<file path="config.mk">
export PLATFORM = sky130hd
export DESIGN_NAME = imem_loader
export DESIGN_NICKNAME = d
export VERILOG_FILES = /design/src/rtl/imem_loader.sv
export SDC_FILE = /design/constraint.sdc
export NUM_CORES = 1
export LEC_CHECK = 0
export CAP_MARGIN = 10
export CORE_MARGIN = 5
export CORE_UTILIZATION = 51
export DETAILED_ROUTE_END_ITERATION = 6
export PLACE_DENSITY_LB_ADDON = 0.3
export SKIP_LAST_GASP = 1
export SLEW_MARGIN = 40
export SYNTH_ARGS = -nofsm -noshare
export SYNTH_HDL_FRONTEND = slang
export SYNTH_SLANG_ARGS = --single-unit
</file>
<file path="constraint.sdc">
create_clock -name clk -period 4.38 [get_ports clk]
set_clock_uncertainty 0.05 [all_clocks]
set_input_delay 0.657 -clock clk [delete_from_list [all_inputs] [get_ports clk]]
set_output_delay 0.657 -clock clk [all_outputs]
set_load 0.005 [all_outputs]
</file>
<file path="src/rtl/imem_loader.sv">
`default_nettype none
// imem_loader: streams instruction bytes into SRAM words 0..LENGTH-1, holding the CPU
// in reset until the image is complete and keeping a modulo-2^WIDTH checksum.
module imem_loader #(
  parameter int ADDR   = 4,
  parameter int WIDTH  = 8,
  parameter int LENGTH = 16
) (
  input  logic             clk,
  input  logic             reset,
  input  logic             start,
  input  logic             in_valid,
  input  logic [WIDTH-1:0] in_data,
  output logic             in_ready,
  output logic             mem_cs,
  output logic             mem_we,
  output logic [ADDR-1:0]  mem_addr,
  output logic [WIDTH-1:0] mem_data,
  output logic             cpu_hold,
  output logic             busy,
  output logic             done,
  output logic [WIDTH-1:0] checksum
);

  typedef enum logic [1:0] {
    IDLE = 2'd0,
    LOAD = 2'd1,
    DONE = 2'd2
  } state_t;

  localparam logic [ADDR-1:0] LAST = ADDR'(LENGTH - 1);

  state_t          state;
  state_t          state_next;
  logic [ADDR-1:0] count;
  logic            strobe;
  logic            hold;
  logic            accept;
  logic            launch;

  always_comb begin
    state_next = state;
    in_ready   = 1'b0;
    accept     = 1'b0;
    launch     = 1'b0;
    case (state)
      IDLE: begin
        if (start) begin
          state_next = LOAD;
          launch     = 1'b1;
        end
      end
      LOAD: begin
        in_ready = 1'b1;
        accept   = in_valid;
        if (in_valid && (count == LAST)) state_next = DONE;
      end
      DONE: begin
        if (start) begin
          state_next = LOAD;
          launch     = 1'b1;
        end
      end
      default: state_next = IDLE;
    endcase
  end

  // The CPU is released only once DONE has lasted a full cycle, i.e. after the last strobe.
  always_ff @(posedge clk or negedge reset) begin
    if (!reset) begin
      state    <= IDLE;
      count    <= '0;
      checksum <= '0;
      strobe   <= 1'b0;
      mem_addr <= '0;
      mem_data <= '0;
      hold     <= 1'b1;
    end else begin
      state  <= state_next;
      strobe <= accept;
      hold   <= !((state == DONE) && (state_next == DONE));
      if (launch) begin
        count    <= '0;
        checksum <= '0;
      end else if (accept) begin
        count    <= count + 1'b1;
        checksum <= checksum + in_data;
        mem_addr <= count;
        mem_data <= in_data;
      end
    end
  end

  assign mem_cs   = strobe;
  assign mem_we   = strobe;
  assign cpu_hold = hold;
  assign busy     = (state == LOAD);
  assign done     = (state == DONE);

endmodule
`default_nettype wire
</file>
==> summary.txt, run 1 <==
Placed design
  – Port bufs: 37
  – GP Congestion: 0.837
  – DP Wirelength: 2280 um
  – Post-place setup slack: 1.64 ns

Drt
  – DRC viols: 0
  – Pre-antenna DRT Iters: 4
  – Via count: 1185
  – Iteration-0 DRC Markers: between 40 and 50
  – Top Layer Used: met4
  – Detail Route met2 WL: 1520 um
  – Antenna Nets Post-Route: 0
  – Vias/cell: between 5 and 6
  – M1 WL: 1350 um
  – WL met3: 122 um
  – Drt wl/cell: 13.5 um
  – Routed WL: around 3000 um

Worst setup path
  – CP Max Fanout: 3
  – Slowest CP cell: clkdlybuf4s50_1
  – Worst Setup Start Kind: primary input
  – Critical path cell sequence: clkdlybuf4s50_1 -> ha_1 -> inv_1 -> fa_1 -> nor2b_1 -> o21ai_1 -> a21boi_0 -> or3_1 -> nand3_1
  – Worst stage delay on the critical path: around 0.49 ns
  – WP data required: 4.55 ns
  – Worst EP arrival: 2.58 ns
  – Crit path kind: primary input to register
  – Endpoint class of the critical path: register

Power and ir drop
  – Pwr per Cell Area: 639 nW/um2
  – Maximum vdd drop: about 0.0004 V
  – Lkg Pwr: 0.872 nW

Synth
  – Most frequent cell after synthesis: nand2_1
  – Top cells by area, synth: dfrtp_1, nand2_1, ha_1
  – Ys flop type: dfrtp_1
  – FFs w/ async S/R, synth: 1.00
  – Syn Nets: 177
  – Distinct cells, synth: 34
  – Number of synthesis warnings: 0
  – Number of synthesized flops with an enable pin: 0
  – Synth cell count leaders: nand2_1, dfrtp_1, o21ai_0
  – Synthesized instance count: 156
  – Synth area leader: dfrtp_1
  – Synthesized area per cell: 9.26 um2
  – Share of the synthesized area in the top cell type: 0.468
  – Mapped Area: 1450 um2
  – Sequential-to-total area share from yosys stat: 0.486
  – Synthesis-stage register bit count: 28

Finish
  – Nets: around 210
  – Layout cells sized above 1: 0.0521
  – Synth-to-Final Area Change: 30.0%
  – Antenna Cells: 0

Floorplan
  – I/O pin cnt: 38
  – Core area: approximately 2700 um2
  – Row cnt: 19
  – Die Span X: between 60 and 70 um
  – Die area: ~4000 um2
  – Initial core utilization: 0.529
  – Height of the die: 63.2 um

STA
  – Fmax: 416 MHz
  – Worst Max-Slew Pin Slew: 0.489 ns
  – WHS: 0.441 ns
  – Final min period: 2.40 ns
  – RSZ-0062 raised after global routing: false
  – Setup TNS: 0 ns
  – Worst setup margin: 1.98 ns
  – Hold Fails Final Rpt: 0
  – Max-slew violations: 0
  – Final worst-path cycle share: 0.548
  – Final setup fails: 0
  – Slew HR: 0.672

CTS
  – Post-CTS Setup Bufs: 0
  – CTS root buffer: clkbuf_4
  – Reg clk slew, reported paths: roughly 0.15 ns
  – TritonCTS buffer count: 3
  – Htree depth: 1
  – CTS sink count: 28
  – CTS tree: done
  – Clk buf depth: 2
  – Post_cts resized: 0
  – Hold Buf Count CTS: 0
  – Clock insertion delay at the later pin of the skew report: 0.32 ns

GRT
  – Grt ovf: 0
  – Largest net degree at the start of global routing: 33
  – Initial antenna violation count: 0
  – First-pass GRT wire length: 5770 um
  – Gr usage total: 0.171
  – Via count of the first global-routing pass: roughly 1300

Status
  – Status: finished clean

Job
  – Max-Cap Viols: 0

Min path
  – Worst Hold Class: register to register
## report_power, final
| group | internal (mW) | total (mW) | switching [mW] | leakage [nW] |
|---|---|---|---|---|
| combinational | 0.319 | 0.590 | 0.270 | 0.503 |
| sequential | 0.364 | 0.443 | 0.0791 | 0.341 |
| clock | 0.0925 | 0.169 | 0.0766 | 0.0279 |
| total | 0.775 | 1.20 | 0.426 | 0.872 |
## logic make-up (layout without fill, tap and decap cells)
logic type               after synthesis  in the layout  synth area share
AO/OA/AOI/OAI                         20             20            0.0875
flip-flops                            28             28             0.486
AND/OR/NAND/NOR                       79             79             0.255
adder cells (fa/ha/maj)                9              9            0.0831
multiplexers                           2              2            0.0139
buffers and inverters                 13             49            0.0450
XOR/XNOR                               5              5            0.0303
## layout make-up
class	count	area (um2)
clock buffer	3	22.5
clock inverter	1	30.0
fill	228	855
inverter	6	22.5
multi-input combinational	115	678
sequential	28	702
tap	31	38.8
timing repair buffer	39	385
## per-stage QoR
step | utilization | power, mW | instance area, um2 | instances
CTS | 0.687 | 1.21 | 1880 | 223
global route | 0.687 | 1.32 | 1880 | 223
detailed placement | 0.668 | 1.04 | 1830 | 219
finish | 0.687 | 1.20 | 1880 | 223
floorplan | - | 0.773 | 1450 | 156
global placement | 0.668 | 1.02 | 1830 | 219
## path summary, 6_finish.rpt
kind / startpoint / end / slack [ns] / cells after the start
max in group asynchronous: reset / cpu_hold / 3.03 / 2
worst max register to register: checksum[0] / checksum[6] / 2.40 / 8
worst min register to register: mem_addr[1] / mem_addr[1] / 0.44 / 2
worst min-delay path: mem_addr[1] / mem_addr[1] / 0.44 / 2
min in group asynchronous: reset / checksum[7] / 0.57 / 1
worst max-delay path: in_data[0] / checksum[6] / 1.98 / 9
## flip-flops by register name (all words and copies together), names as in the netlist
name      cells
checksum      8
cpu_hold      1
count         4
mem_addr      4
state         2
mem_cs        1
mem_data      8
## critical path: cells and delay by family
family | cells | cell delay (ns)
simple gates | 3 | 0.37
fa+ha+maj | 2 | 0.61
buf+inv | 2 | 0.56
compound gates | 2 | 0.40
## per-layer routing
metal / global-route usage / vias up
met1: 0.215 / 568
met4: 0.0468 / 0
met5: 0 / -
met2: 0.299 / 22
li1: - / 593
met3: 0.0320 / 2
## placed cells by master (no fill, tap or decap), types with 3 or more instances in the layout
cell              n
nor2b_1           4
nor2_1            7
ha_1              8
o21ai_0           9
nand2_1          45
nand2b_1          3
nor3b_1           3
dfrtp_1          27
xor2_1            5
nand3_1           8
clkbuf_4          3
inv_1             5
clkdlybuf4s50_1  37
Note: power is estimated with default switching activity, not from simulation.
==> run 2, diff against run 1 <==
CORE_UTILIZATION = 48   (was 51)
clock period = 2.5 ns   (was 4.38 ns; I/O delays follow)
==> summary.txt, run 2 (synthesized netlist as in run 1, its figures left out) <==
Status
  – Status: finished clean

Floorplan
  – Die Span X: 64.9 um (+2.6%)
  – Core area: 2980 um2 (+8.9%)
  – I/O pin cnt: 38 (unchanged)
  – Initial core utilization: 0.485 (-0.0433)
  – Row cnt: 20 (+1)
  – Height of the die: 64.9 um (+2.6%)
  – Die area: 4210 um2 (+5.3%)

Finish
  – Fin area: 1880 um2 (about the same)
  – Nets: 216 (+0.93%)
  – Most frequent cells in the layout: nand2_1, clkdlybuf4s50_1, dfrtp_1, o21ai_0
  – Final Non-Filler Cells: 227 (+1.8%)
  – Final Util: 0.632 (-0.0559)
  – Seq. cell area: 702 um2 (unchanged)
  – Multi-input combinational cell area: 678 um2 (unchanged)
  – Layout cells sized above 1: 0.0619 (+0.00977)
  – Most common cell after layout, fill and taps aside: nand2_1
  – Synth-to-Final Area Change: 30.1% (about the same)
  – Top flop regs: checksum: 8 flops, mem_data: 8 flops
  – Fill cells: 270 (+18%)
  – Antenna Cells: 0 (unchanged)

Drt
  – Iteration-0 DRC Markers: 80 (+95%)
  – Drt wl/cell: 14.1 um (+4.3%)
  – Routed WL: 3200 um (+6.2%)
  – Via count: 1194 (+0.76%)
  – Pre-antenna DRT Iters: 5 (+1)
  – Vias/cell: 5.26 (-1.0%)
  – DRC viols: 0 (unchanged)
  – Antenna Nets Post-Route: 0 (unchanged)

CTS
  – Post_cts resized: 0 (unchanged)
  – Clk buf depth: 2 (unchanged)
  – Reg clk slew, reported paths: 0.15 ns (about the same)
  – TritonCTS buffer count: 3 (unchanged)
  – CTS root buffer: clkbuf_4
  – CTS tree: done
  – Hold Buf Count CTS: 0 (unchanged)
  – Clock insertion delay at the later pin of the skew report: 0.32 ns (about the same)
  – Htree depth: 1 (unchanged)
  – Post-CTS Setup Bufs: 0 (unchanged)
  – CTS sink count: 28 (unchanged)

Worst setup path
  – CP Max Fanout: 3 (unchanged)
  – Crit path kind: primary input to register
  – Worst Setup Start Kind: primary input
  – Worst EP arrival: 2.30 ns (-0.28 ns)
  – WP data required: 2.67 ns (-1.88 ns)
  – Endpoint class of the critical path: register

GRT
  – Via count of the first global-routing pass: 1267 (-3.1%)
  – Gr usage total: 0.169 (-0.00214)
  – Grt ovf: 0 (unchanged)
  – First-pass GRT wire length: 5630 um (-2.4%)
  – Initial antenna violation count: 0 (unchanged)
  – Largest net degree at the start of global routing: 29 (-12%)

STA
  – Final min period: 2.12 ns
  – Final setup fails: 0 (unchanged)
  – Hold Fails Final Rpt: 0 (unchanged)
  – RSZ-0062 raised after global routing: false
  – Final worst-path cycle share: 0.850
  – Fmax: 471 MHz
  – WHS: 0.366 ns (-0.0746 ns)
  – Slew HR: 0.705 (+0.0330)
  – Setup TNS: 0 ns (unchanged)
  – Worst setup margin: 0.375 ns (-1.60 ns)
  – Max-slew violations: 0 (unchanged)
  – Worst Max-Slew Pin Slew: 0.442 ns (-0.0465 ns)

Power and ir drop
  – Overall power: 2.05 mW (+70%)
  – Lkg Pwr: 0.875 nW (+0.31%)
  – Pwr per Cell Area: 1090 nW/um2 (+70%)
  – Maximum vdd drop: 0.000495 V (+24%)

Placed design
  – GP Congestion: 0.845 (+0.94%)
  – DP Cell Count: 223 (+1.8%)
  – Post-place setup slack: 0.0388 ns (-1.60 ns)
  – DP Wirelength: 2350 um (+2.9%)
  – DP Area: 1840 um2 (+0.96%)
  – Port bufs: 37 (unchanged)

Min path
  – Worst Hold Class: primary input to asynchronous set/reset pin

Job
  – Max-Cap Viols: 0 (unchanged)
run 2: path summary, 6_finish.rpt:
check                       startpoint          end  slack [ns]  cells after the start
setup / recovery            in_data[0]  checksum[6]        0.38                      9
hold / removal                   reset  mem_data[5]        0.37                      2
setup reg to reg           checksum[0]  checksum[6]        0.50                      8
hold reg to reg            checksum[7]  checksum[7]        0.43                      1
max in group asynchronous        reset     cpu_hold        1.72                      2
min in group clk           checksum[7]  checksum[7]        0.43                      1
run 2: critical path: stages:
cell             delay, ns
clkdlybuf4s50_1       0.48
ha_1                  0.23
inv_1                 0.07
fa_1                  0.40
nor2b_1               0.12
o21ai_1               0.08
a21boi_0              0.31
or3_1                 0.16
nand3_1               0.07
run 2: metal layers:
layer | track usage | vias up | part of all wire
met3 | 0.0243 | 2 | 0.045
met2 | 0.295 | 33 | 0.48
met1 | 0.213 | 562 | 0.47
met5 | 0 | - | 0
met4 | 0.0554 | 0 | 0.0059
li1 | - | 597 | -
run 2: final cells by class:
cell class | count | share of cell area
multi-input combinational | 115 | 0.361
timing repair buffer | 41 | 0.213
sequential | 28 | 0.373
inverter | 6 | 0.0120
tap | 33 | 0.0220
clock buffer | 4 | 0.0193
run 2: power breakdown:
part / internal (mW) / switching, mW / total (mW)
clock network: 0.0891 / 0.131 / 0.220
logic: 0.571 / 0.485 / 1.06
registers: 0.637 / 0.134 / 0.771
total: 1.30 / 0.750 / 2.05
==> run 3, diff against run 2 <==
CORE_UTILIZATION = 43   (was 48)
clock period = 1.74 ns   (was 2.5 ns; I/O delays follow)
==> summary.txt, run 3 (synthesized netlist as in run 1, its figures left out) <==
CTS
  – CTS root buffer: clkbuf_4
  – CTS tree: done
  – Htree depth: 1 (unchanged)
  – Clk buf depth: 2 (unchanged)
  – CTS sink count: 28 (unchanged)
  – Reg clk slew, reported paths: 0.15 ns (about the same)
  – TritonCTS buffer count: 3 (unchanged)
  – Clock insertion delay at the later pin of the skew report: 0.31 ns (about the same)

Placed design
  – DP Area: 2020 um2 (+9.4%)
  – DP Wirelength: 2530 um (+8.1%)
  – Port bufs: 37 (unchanged)
  – GP Congestion: 0.805 (-4.7%)
  – Post-place setup slack: -0.452 ns (-0.491 ns)

Finish
  – Most common cell after layout, fill and taps aside: nand2_1
  – Most frequent cells in the layout: nand2_1, clkdlybuf4s50_1, buf_4, dfrtp_1, o21ai_0
  – Top flop regs: checksum: 8 flops, mem_data: 8 flops
  – Antenna Cells: 0 (unchanged)
  – Layout cells sized above 1: 0.210 (+0.148)
  – Fin area: 2130 um2 (+13%)
  – Nets: 241 (+12%)
  – Fill cells: 285 (+5.6%)
  – Synth-to-Final Area Change: 47.6%

Power and ir drop
  – Maximum vdd drop: 0.000705 V (+42%)
  – Overall power: 3.28 mW (+60%)
  – Pwr per Cell Area: 1540 nW/um2 (+41%)
  – Lkg Pwr: 1.03 nW (+18%)

STA
  – Final setup fails: 3 (+3)
  – Worst Max-Slew Pin Slew: 0.355 ns (-0.0872 ns)
  – Fmax: approximately 550 MHz
  – Slew HR: 0.763 (+0.0581)
  – Worst setup margin: -0.0687 ns (-0.444 ns)
  – Hold Fails Final Rpt: 0 (unchanged)
  – Final worst-path cycle share: 1.04
  – RSZ-0062 raised after global routing: true
  – Max-slew violations: 0 (unchanged)
  – Setup TNS: -0.117 ns (-0.117 ns)
  – Final min period: 1.81 ns

Drt
  – DRC viols: 0 (unchanged)
  – Drt wl/cell: 12.9 um (-8.2%)
  – Antenna Nets Post-Route: 0 (unchanged)
  – Pre-antenna DRT Iters: 4 (-1)
  – Via count: 1317 (+10%)
  – Vias/cell: 4.97 (-5.5%)
  – Iteration-0 DRC Markers: 31 (-61%)
  – Routed WL: 3430 um (+7.2%)

Floorplan
  – Die area: 4620 um2 (+9.8%)
  – Row cnt: 21 (+5.0%)
  – I/O pin cnt: 38 (unchanged)
  – Die Span X: 68.0 um (+4.8%)
  – Height of the die: 68.0 um (+4.8%)
  – Initial core utilization: 0.440 (-0.0453)
  – Core area: 3280 um2 (+10%)

Worst setup path
  – Reg2Reg Depth: 6 (-2)
  – CP Max Fanout: 2 (-1)
  – Endpoint class of the critical path: register
  – Worst EP arrival: 2.01 ns (-0.29 ns)
  – Critical path destination: checksum[7]
  – Slack of the worst reg-to-reg path: -0.07 ns (-0.57 ns)
  – Reg-to-reg startpoint: checksum[1]
  – Worst Setup Start Kind: register
  – Crit path kind: register to register
  – FF-to-FF End: checksum[7]
  – WP data required: 1.94 ns (-0.73 ns)
  – Critical Path Source: checksum[1]

Status
  – Failing checks: negative setup slack
  – Status: finished with violations

Min path
  – Hold Crit Start: in_data[0]
  – Worst Hold Class: primary input to register

GRT
  – Largest net degree at the start of global routing: 29 (unchanged)
  – First-pass GRT wire length: 5790 um (+2.8%)
  – Grt ovf: 0 (unchanged)
  – Gr usage total: 0.164 (-0.00510)
  – Via count of the first global-routing pass: 1329 (+4.9%)
  – Initial antenna violation count: 0 (unchanged)

Job
  – Max-Cap Viols: 0 (unchanged)
[run 3: worst min path at each step]
| stage | slack, ns | cells past startpoint | endpoint |
|---|---|---|---|
| final | 0.24 | 3 | mem_data[0] |
| after global routing | 0.27 | 3 | mem_data[0] |
| after CTS | 0.25 | 3 | mem_data[0] |
| after detailed placement | 0.41 | 2 | mem_addr[3] |
| after global placement | 0.41 | 2 | mem_addr[0] |
| after floorplan | -0.08 | 0 | checksum[0] |
[run 3: critical path, cell delays in order (launching register included)]
cell,delay (ns)
dfrtp_1,0.46
ha_4,0.26
a211oi_4,0.26
nor3_2,0.07
o31a_1,0.25
nor3_2,0.19
mux2i_1,0.20
[run 3: cell type report]
class	count	area, um2	share of cell area
clock buffers	4	26.3	0.0123
inverters	6	22.5	0.0106
multi-input cells	115	729	0.342
flip-flops and latches	28	702	0.329
well taps	46	57.6	0.0270
repair buffers	66	596	0.279
[run 3: timing repair]
action / 4_1_cts / 5_1_grt
hold buffers: 0 / 0
gates resized for setup: 10 / 8
buffers inserted: 2 / 2
pin swaps: 6 / 4
setup endpoints to repair: 6 / 6
[run 3: through the flow]
| step | instances | util | hold WS, ns |
|---|---|---|---|
| floorplan | 156 | - | -0.0846 |
| global placement | 257 | 0.614 | 0.407 |
| detailed placement | 257 | 0.614 | 0.412 |
| CTS | 263 | 0.637 | 0.248 |
| global route | 265 | 0.650 | 0.269 |
| finish | 265 | 0.650 | 0.241 |
[run 3: report_power, final]
part           total [mW]  internal, mW  leakage [nW]  switching, mW
registers            1.10         0.916         0.341          0.189
clock network       0.271        0.0895        0.0150          0.182
logic                1.90          1.09         0.678          0.820
total                3.28          2.09          1.03           1.19
[run 3: metal layers]
| metal | vias to the layer above | wire, um | track usage |
|---|---|---|---|
| li1 | 651 | - | - |
| met1 | 628 | 1480 | 0.201 |
| met2 | 34 | 1760 | 0.292 |
| met3 | 4 | 155 | 0.0296 |
| met4 | 0 | 33 | 0.0447 |
| met5 | - | 0 | 0 |
